===== config.mk =====
export PLATFORM = sky130hd
export DESIGN_NAME = if_fetch_unit
export DESIGN_NICKNAME = d
export VERILOG_FILES = /design/src/rtl/if_fetch_unit_pkg.sv /design/src/rtl/if_fetch_unit_id_reg.sv /design/src/rtl/if_fetch_unit.sv
export SDC_FILE = /design/constraint.sdc
export NUM_CORES = 1
export LEC_CHECK = 0
export ABC_AREA = 0
export CAP_MARGIN = 20
export CORE_MARGIN = 2
export CORE_UTILIZATION = 47
export DETAILED_ROUTE_END_ITERATION = 10
export MAX_ROUTING_LAYER = met4
export PLACE_DENSITY = 0.81
export SETUP_SLACK_MARGIN = 0.4
export SLEW_MARGIN = 20
export SYNTH_ARGS = -nofsm -noshare
export SYNTH_HDL_FRONTEND = slang
export SYNTH_HIERARCHICAL = 1
export SYNTH_SLANG_ARGS = --single-unit

===== constraint.sdc =====
create_clock -name clk -period 2.22 [get_ports clk]
set_input_delay 0.444 -clock clk [delete_from_list [all_inputs] [get_ports clk]]
set_output_delay 0.444 -clock clk [all_outputs]
set_load 0.02 [all_outputs]

===== src/rtl/if_fetch_unit_pkg.sv =====
// Types and constants shared by the instruction-fetch unit and its IF/ID register.
// The unit honours the optional build macro IF_MISALIGN_TRAP_EN (misaligned redirect trap).
package if_fetch_unit_pkg;

    localparam int unsigned INST_ADDR_W = 32;
    localparam int unsigned INST_W      = 32;

    localparam logic [INST_W-1:0]      ZERO_WORD        = '0;
    localparam logic                   CHIP_ENABLE      = 1'b1;
    localparam logic                   CHIP_DISABLE     = 1'b0;
    localparam logic [INST_ADDR_W-1:0] START_PC_DEFAULT = 32'h0000_0000;

    typedef enum logic [1:0] {
        FETCH_BOOT = 2'b00,
        FETCH_RUN  = 2'b01,
        FETCH_HOLD = 2'b10
    } fetch_state_e;

    function automatic logic addr_misaligned(input logic [1:0] lsbs);
        return lsbs != 2'b00;
    endfunction

endpackage


===== src/rtl/if_fetch_unit_id_reg.sv =====
// IF/ID pipeline register: kill (forced bubble) beats hold, hold beats bubble, otherwise capture.
module if_id_reg
    import if_fetch_unit_pkg::*;
#(
    parameter int unsigned XLEN = 32
) (
    input  logic            clk,
    input  logic            rst,
    input  logic            kill_i,
    input  logic            hold_i,
    input  logic            bubble_i,
    input  logic [XLEN-1:0] pc_i,
    input  logic [XLEN-1:0] inst_i,
    output logic [XLEN-1:0] id_pc_o,
    output logic [XLEN-1:0] id_inst_o,
    output logic            id_valid_o
);

    logic [XLEN-1:0] id_pc_q;
    logic [XLEN-1:0] id_inst_q;
    logic            id_valid_q;

    always_ff @(posedge clk or negedge rst) begin
        if (!rst) begin
            id_pc_q    <= '0;
            id_inst_q  <= XLEN'(ZERO_WORD);
            id_valid_q <= 1'b0;
        end else if (kill_i) begin
            id_pc_q    <= '0;
            id_inst_q  <= XLEN'(ZERO_WORD);
            id_valid_q <= 1'b0;
        end else if (hold_i) begin
            id_pc_q    <= id_pc_q;
            id_inst_q  <= id_inst_q;
            id_valid_q <= id_valid_q;
        end else if (bubble_i) begin
            id_pc_q    <= '0;
            id_inst_q  <= XLEN'(ZERO_WORD);
            id_valid_q <= 1'b0;
        end else begin
            id_pc_q    <= pc_i;
            id_inst_q  <= inst_i;
            id_valid_q <= 1'b1;
        end
    end

    assign id_pc_o    = id_pc_q;
    assign id_inst_o  = id_inst_q;
    assign id_valid_o = id_valid_q;

endmodule


===== src/rtl/if_fetch_unit.sv =====
// Instruction-fetch unit: PC, boot/run/hold FSM, stalled-branch redirect buffering, ROM drive.
// Build macro IF_MISALIGN_TRAP_EN: refuse redirects to non-word targets and pulse misalign_exc_o.
module if_fetch_unit
    import if_fetch_unit_pkg::*;
#(
    parameter int unsigned     XLEN     = 32,
    parameter logic [XLEN-1:0] START_PC = START_PC_DEFAULT
) (
    input  logic            clk,
    input  logic            rst,
    input  logic [1:0]      stall_i,
    input  logic            flush_i,
    input  logic [XLEN-1:0] flush_pc_i,
    input  logic            branch_flag_i,
    input  logic [XLEN-1:0] branch_target_i,
    output logic            rom_ce_o,
    output logic [XLEN-1:0] rom_addr_o,
    input  logic [XLEN-1:0] rom_inst_i,
    output logic [XLEN-1:0] id_pc_o,
    output logic [XLEN-1:0] id_inst_o,
    output logic            id_valid_o,
    output logic            misalign_exc_o
);

    fetch_state_e    state_q;
    logic            ce_q;
    logic [XLEN-1:0] pc_q, pc_d;
    logic [XLEN-1:0] pending_pc_q, pending_pc_d;
    logic            pending_q, pending_d;
    logic [XLEN-1:0] redir_pc;
    logic            redir_req;
    logic            redir_bad;
    logic            pend_apply;
    logic            booting;

    assign booting = (state_q == FETCH_BOOT);

    always_ff @(posedge clk or negedge rst) begin
        if (!rst) begin
            state_q <= FETCH_BOOT;
            ce_q    <= CHIP_DISABLE;
        end else begin
            ce_q <= CHIP_ENABLE;
            if (flush_i) begin
                state_q <= FETCH_RUN;
            end else begin
                case (state_q)
                    FETCH_BOOT: state_q <= FETCH_RUN;
                    FETCH_RUN:  if (stall_i[0])  state_q <= FETCH_HOLD;
                    FETCH_HOLD: if (!stall_i[0]) state_q <= FETCH_RUN;
                    default:    state_q <= FETCH_BOOT;
                endcase
            end
        end
    end

    // A branch seen while the PC is frozen is parked and replayed on the first unstalled edge.
    always_comb begin
        redir_req    = 1'b0;
        redir_pc     = pc_q;
        pend_apply   = 1'b0;
        pending_d    = pending_q;
        pending_pc_d = pending_pc_q;
        if (flush_i) begin
            redir_req = 1'b1;
            redir_pc  = flush_pc_i;
            pending_d = 1'b0;
        end else if (branch_flag_i) begin
            if (stall_i[0]) begin
                pending_d    = 1'b1;
                pending_pc_d = branch_target_i;
            end else begin
                redir_req = 1'b1;
                redir_pc  = branch_target_i;
                pending_d = 1'b0;
            end
        end else if (pending_q && !stall_i[0]) begin
            redir_req  = 1'b1;
            redir_pc   = pending_pc_q;
            pend_apply = 1'b1;
            pending_d  = 1'b0;
        end
    end

`ifdef IF_MISALIGN_TRAP_EN
    assign redir_bad = redir_req && addr_misaligned(redir_pc[1:0]);
`else
    assign redir_bad = 1'b0;
`endif

    always_comb begin
        if (redir_req && !redir_bad) begin
            pc_d = redir_pc;
        end else if (redir_req || stall_i[0] || booting) begin
            pc_d = pc_q;
        end else begin
            pc_d = pc_q + XLEN'(4);
        end
    end

    always_ff @(posedge clk or negedge rst) begin
        if (!rst) begin
            pc_q         <= START_PC;
            pending_q    <= 1'b0;
            pending_pc_q <= '0;
        end else begin
            pc_q         <= pc_d;
            pending_q    <= pending_d;
            pending_pc_q <= pending_pc_d;
        end
    end

`ifdef IF_MISALIGN_TRAP_EN
    logic exc_q;

    always_ff @(posedge clk or negedge rst) begin
        if (!rst) begin
            exc_q <= 1'b0;
        end else begin
            exc_q <= redir_bad;
        end
    end

    assign misalign_exc_o = exc_q;
`else
    assign misalign_exc_o = 1'b0;
`endif

    assign rom_ce_o   = ce_q;
    assign rom_addr_o = pc_q;

    if_id_reg #(
        .XLEN (XLEN)
    ) u_if_id_reg (
        .clk        (clk),
        .rst        (rst),
        .kill_i     (flush_i | booting),
        .hold_i     (stall_i[1]),
        .bubble_i   (branch_flag_i | pend_apply | stall_i[0] | redir_bad),
        .pc_i       (pc_q),
        .inst_i     (rom_inst_i),
        .id_pc_o    (id_pc_o),
        .id_inst_o  (id_inst_o),
        .id_valid_o (id_valid_o)
    );

endmodule


# Word level (Yosys, flattened, before mapping)
# Cells that the tools add are included.
# Widths: inputs -> output; s select.
# totals
regBits	133
latchBits	0
ramBits	0
romBits	0
in_bits	102
out_inout_bits	99
wordCells	59
n_memories	0
# op_classes
addsub	1
n_mul	0
div	0
n_lt_le_gt_ge	0
n_eq_ne	8
n_shift	0
n_mux	29
bitwise	4
reduce_logical	9
# op_table
cell	n
$mux 32	12
$add 32x3->32 const B	1
$mux 1	13
$mux 2	3
$ne 3x3->1 const B	2
$pmux 2 s3	1
$reduce_and 3->1	2
$ne 4x3->1 const B	1
$ne 4x4->1 const B	1
$or 1x1->1	3
$reduce_bool 3->1	1
$eq 2x1->1 const B	1
$eq 2x2->1 const B	1
$logic_not 2->1	1
$logic_or 1x1->1	2
$ne 2x1->1 const B	1
$ne 2x2->1 const B	1
$reduce_and 2->1	1
$logic_and 1x1->1	1
$logic_not 1->1	1
$not 1->1	1

# Logic depth before layout (Yosys ltp)
# logic_depth
ltp_word	10
depth_mapped	8
ltp_nobuf	6

# By module
# The synthesis kept the hierarchy.
# modules_own_cells
module	n_inst	cells_per_inst	area_each_um2	seq_area_each_um2
if_fetch_unit	1	373	3806.2	1701.6
if_id_reg	1	154	2513.7	1626.6

# Worst setup path before layout
# No wires, ideal clock.
# synth_timing
path_type	input-to-reg
startpoint	input branch_flag_i
endpoint	register u_if_id_reg.id_inst_q[0], in the netlist u_if_id_reg/id_inst_o[0]
setup_ns	0.122
arrival_time_ns	1.911
t_required_ns	2.098
setup_slack_ns	0.187
stages	7
path_buffers	3
cell_sequence	clkbuf_1 > clkbuf_1 > nor2_1 > o21ai_0 > nor2_4 > buf_6 > a32o_1
# synth_between
elab_chain_cells	7
# synth_rtl
item	line_no	rtl
start: declaration	if_fetch_unit.sv:14	input logic branch_flag_i,
$mux 1	if_fetch_unit.sv:68	end else if (branch_flag_i) begin
$mux 1	if_fetch_unit.sv:64	if (flush_i) begin
$or 1x1->1 * (2 in series)	if_fetch_unit.sv:139	.bubble_i (branch_flag_i | pend_apply | stall_i[0] | redir_bad),
$mux 32 *	if_fetch_unit_id_reg.sv:36	end else if (bubble_i) begin
$mux 32 *	if_fetch_unit_id_reg.sv:32	end else if (hold_i) begin
$mux 32 *	if_fetch_unit_id_reg.sv:28	end else if (kill_i) begin
end signal: assignment	if_fetch_unit_id_reg.sv:30	id_inst_q <= XLEN'(ZERO_WORD);
end signal: assignment	if_fetch_unit_id_reg.sv:34	id_inst_q <= id_inst_q;
end signal: assignment	if_fetch_unit_id_reg.sv:38	id_inst_q <= XLEN'(ZERO_WORD);
end: declaration	if_fetch_unit_id_reg.sv:20	logic [XLEN-1:0] id_inst_q;
# Mark *: on every way between the ends. The rest lies on a longest branch, timed or not. The select of a mux whose other input is x is not followed.
# A chain may end at the register's enable or synchronous reset.

# Final worst setup path
# layout_timing
startpoint	register pc_q[3], in the netlist rom_addr_o[3]
endpoint	register pc_q[30], in the netlist rom_addr_o[30]
# layout_between
elab_chain_cells	3
# layout_rtl
item	line_no	rtl
start: declaration	if_fetch_unit.sv:27	logic [XLEN-1:0] pc_q, pc_d;
start signal: assignment	if_fetch_unit.sv:107	pc_q <= pc_d;
$add 32x3->32	if_fetch_unit.sv:97	pc_d = pc_q + XLEN'(4);
$mux 32	if_fetch_unit.sv:94	end else if (redir_req || stall_i[0] || booting) begin
$mux 32	if_fetch_unit.sv:92	if (redir_req && !redir_bad) begin
# No other way between the ends. The select of a mux whose other input is x is not followed.

==> key figures <==
Cells and area
  – Nets@finish: around 850
  – # diodes: 0
  – Commonest non-fill, non-tap cell in the layout: dfrtp_1
  – Fin cells: 932
  – FILL cells: between 900 and 1000
  – Layout cell share with drive strength beyond 1: around a fifth
  – Most frequent cells in the layout: 119 x dfrtp_1, 97 x clkdlybuf4s50_1, 90 x dlygate4sd2_1
  – Layout area overhead: 47.2%

Timing
  – Slew margin rel.: a little under three fifths
  – Final slew viol count: 0
  – Hold slack: about 0.40 ns
  – Fmax: roughly 520 MHz
  – Tcrit/Tclk final: a little under nine tenths
  – RSZ-0062 raised after global routing: true
  – Worst setup margin: around 0.31 ns
  – Setup Skew: approximately 0.0065 ns
  – Min Tclk post-route: around 1.9 ns
  – Worst slew pin tran: 0.662 ns
  – Final Hold Vio Count: 0
  – Final Setup Violations: 0

Floorplan
  – DIE HEIGHT: 120 um
  – # IOs: between 200 and 250
  – Die footprint: 14400 sq um
  – Starting Density: 47.9%
  – CORE AREA: 13200 sq um
  – Chip width: ~120 um
  – Row count: 42

Clocking
  – CTS Buf Count: 17
  – CTS sink count: 133
  – CTS root buf: clkbuf_16
  – CTS clk-pin slew, worst paths: around 0.060 ns
  – TritonCTS clock tree: yes
  – Clk buf depth: 2
  – H-tree levels: 4
  – Worst-skew pair later-pin latency: between 0.4 and 0.5 ns

GRT
  – Routing usage on met3: 6.27%
  – Largest net degree at the start of global routing: 66
  – GRT Resource Usage Total: a little over a quarter
  – Vias in the first global route: 5382
  – Most Used Layer, Global Route: met2
  – Met1 GRT Util: about 33%
  – Remaining Overflow, GRT: 0
  – Global-route wire length before repair: roughly 28000 um
  – Met2 Use GR: 40.8%
  – Initial antenna violation count: 0

Pwr
  – Reg power frac: 40.6%
  – Total Power: approximately 7000 uW
  – Internal Power: roughly 5000 uW
  – Net Sw Frac: a little over a quarter
  – PwrDens: approximately 760 nW/um^2
  – Logic pwr share: slightly below 20%
  – P_leak: around 0.0044 uW
  – VDD IR max: about 440 uV
  – Psw: ~1900 uW
  – Clock power share: 39.7%

Synth
  – Post-Syn Area: between 6000 and 7000 sq um
  – Register area share after synthesis: a little over half
  – Mapped Nets: between 600 and 700
  – Syn avg cell area: 12.0 sq um
  – Post-synthesis cell type count: 44
  – Synth Register Bits: between 100 and 150
  – Ys Warns: 6
  – Post-synthesis cell count: about 530

Critical path
  – CP cell instances: ha_4, nand4_1, or4_4, buf_8, nor4_4, xnor2_1, a21oi_1
  – Worst Setup Start Kind: flip-flop
  – WP data required: about 2.5 ns
  – Crit path max-delay family: simple AND/OR/NAND/NOR gates
  – RR Startpoint: rom_addr_o[3]
  – Critical Path End Type: flip-flop
  – Critical-path maximum fanout: 5
  – Crit path DAT: ~2.2 ns
  – Worst path bufs/invs: 1
  – Critical path class: flip-flop to flip-flop
  – Critical Path Max Stage Delay: roughly 0.47 ns
  – Slowest CP cell: or4_4
  – Crit. Startpoint: rom_addr_o[3]

Route
  – Routed len/inst: roughly 19 um
  – 1st-pass router iterations: 5
  – Routed WL: between 15000 and 20000 um
  – Final ANT Viol Nets: 0
  – Via density: 5.74
  – Vias: around 5400
  – # DRC: 0
  – Initial detailed-routing violation count: between 500 and 600

Placement
  – Post-DP HPWL: ~12000 um
  – IO Port Bufs: between 150 and 200
  – GPL Wtd Cong: ~0.85
  – Cells after DPL: 882
  – Setup WS pre-CTS: -0.122 ns

Flow run
  – Max-Cap Viols: 0

Run status
  – Status: finished, final reports clean

Hold path
  – Hold WC Path Type: input port to flip-flop
  – Hold_sp: branch_flag_i
## timing repair
item | in CTS | in global routing
endpoints found under the hold margin | 16 | 0
buffers inserted | 14 | 3
resized for setup | 105 | 24
setup endpoints to repair | 106 | 91
hold buffers | 1 | 0
gates cloned | 1 | 0
pin swaps | 4 | 14
## through the flow
step | setup TNS [ns] | instance area (sq um) | utilization (%)
4_1_cts | 0 | 9200 | 69.8
3_5_place_dp | -1.02 | 8540 | 64.7
5_1_grt | 0 | 9300 | 70.5
2_1_floorplan | 0 | 6390 | -
6_report | 0 | 9300 | 70.5
3_3_place_gp | -0.366 | 8540 | 64.7
## per-layer routing
metal  share of wire, %  up-vias
met1                 42     2628
met5                  0        -
met4                1.9        0
met2                 49      263
li1                   -     2430
met3                7.0       33
## logic make-up after synthesis
logic type	Yosys count	synth area share [%]
other cells	2	0.119
simple gates	108	9.25
flops	133	52.7
fa+ha+maj	1	0.198
mux	65	10.9
xor+xnor	28	3.88
buf+inv	54	5.60
compound gates	136	17.4
## final cells by class
type                       instances  area, sq um  share of cell area, %
clock inverter                    11          133                   1.43
clock buffer                      20          457                   4.91
multi-input combinational        340         2790                   30.0
inverter                           9         36.3                  0.390
tap                              176          220                   2.37
sequential                       133         3350                   36.0
timing repair buffer             243         2320                   24.9
## registers in the layout, summed over array words and instances (netlist names)
register,cells
pending_pc_q,32
rom_addr_o,32
u_if_id_reg/id_inst_o,32
u_if_id_reg/id_pc_o,32
state_q,2
pending_q,1
rom_ce_o,1
u_if_id_reg/id_valid_o,1
## power groups by stage
stage	combinational, uW	sequential, uW	clock (uW)
finish	1390	2860	2800
global placement	1330	2900	0
detailed placement	1360	2920	0
CTS	1370	2850	2840
global route	1500	2890	2940
floorplan	578	3010	0
## cells in the mapped netlist, drive strengths merged
master | number | area share, %
a211oi | 29 | 3.4
a21o | 1 | 0.12
a21oi | 31 | 2.5
a221o | 1 | 0.16
a31o | 1 | 0.14
a32o | 64 | 10
a41o | 1 | 0.16
and2 | 2 | 0.20
and3 | 2 | 0.20
and4 | 5 | 0.69
buf | 29 | 4.1
clkbuf | 16 | 0.95
conb | 2 | 0.12
dfrtp | 133 | 53
ha | 1 | 0.20
inv | 9 | 0.53
mux2 | 32 | 5.7
mux2i | 33 | 5.2
nand2 | 18 | 1.1
nand2b | 1 | 0.099
nand3 | 7 | 0.55
nand4 | 5 | 0.69
nor2 | 43 | 2.7
nor2b | 3 | 0.30
nor3 | 7 | 0.71
nor3b | 1 | 0.12
nor4 | 8 | 1.2
nor4b | 2 | 0.28
o21ai | 6 | 0.48
o21ba | 1 | 0.16
o21bai | 1 | 0.12
or2 | 1 | 0.099
or3 | 1 | 0.099
or4 | 2 | 0.24
xnor2 | 24 | 3.3
xor2 | 4 | 0.55
## tightest hold or removal path, stage by stage
cell and delay [ns]:
buf_2 0.14, nor2_1 0.08, nor2_1 0.10
## final timing paths
| check | endpoint | slack, ns | depth (start not counted) |
|---|---|---|---|
| max | rom_addr_o[30] | 0.31 | 7 |
| min | pending_q | 0.40 | 3 |
| max reg2reg | rom_addr_o[30] | 0.31 | 7 |
| min reg2reg | u_if_id_reg/id_inst_o[5] | 0.48 | 1 |
| max in group asynchronous | rom_addr_o[12] | 0.96 | 3 |
| min in group asynchronous | u_if_id_reg/id_inst_o[10] | 0.55 | 2 |
(Power assumes the default switching activity.)
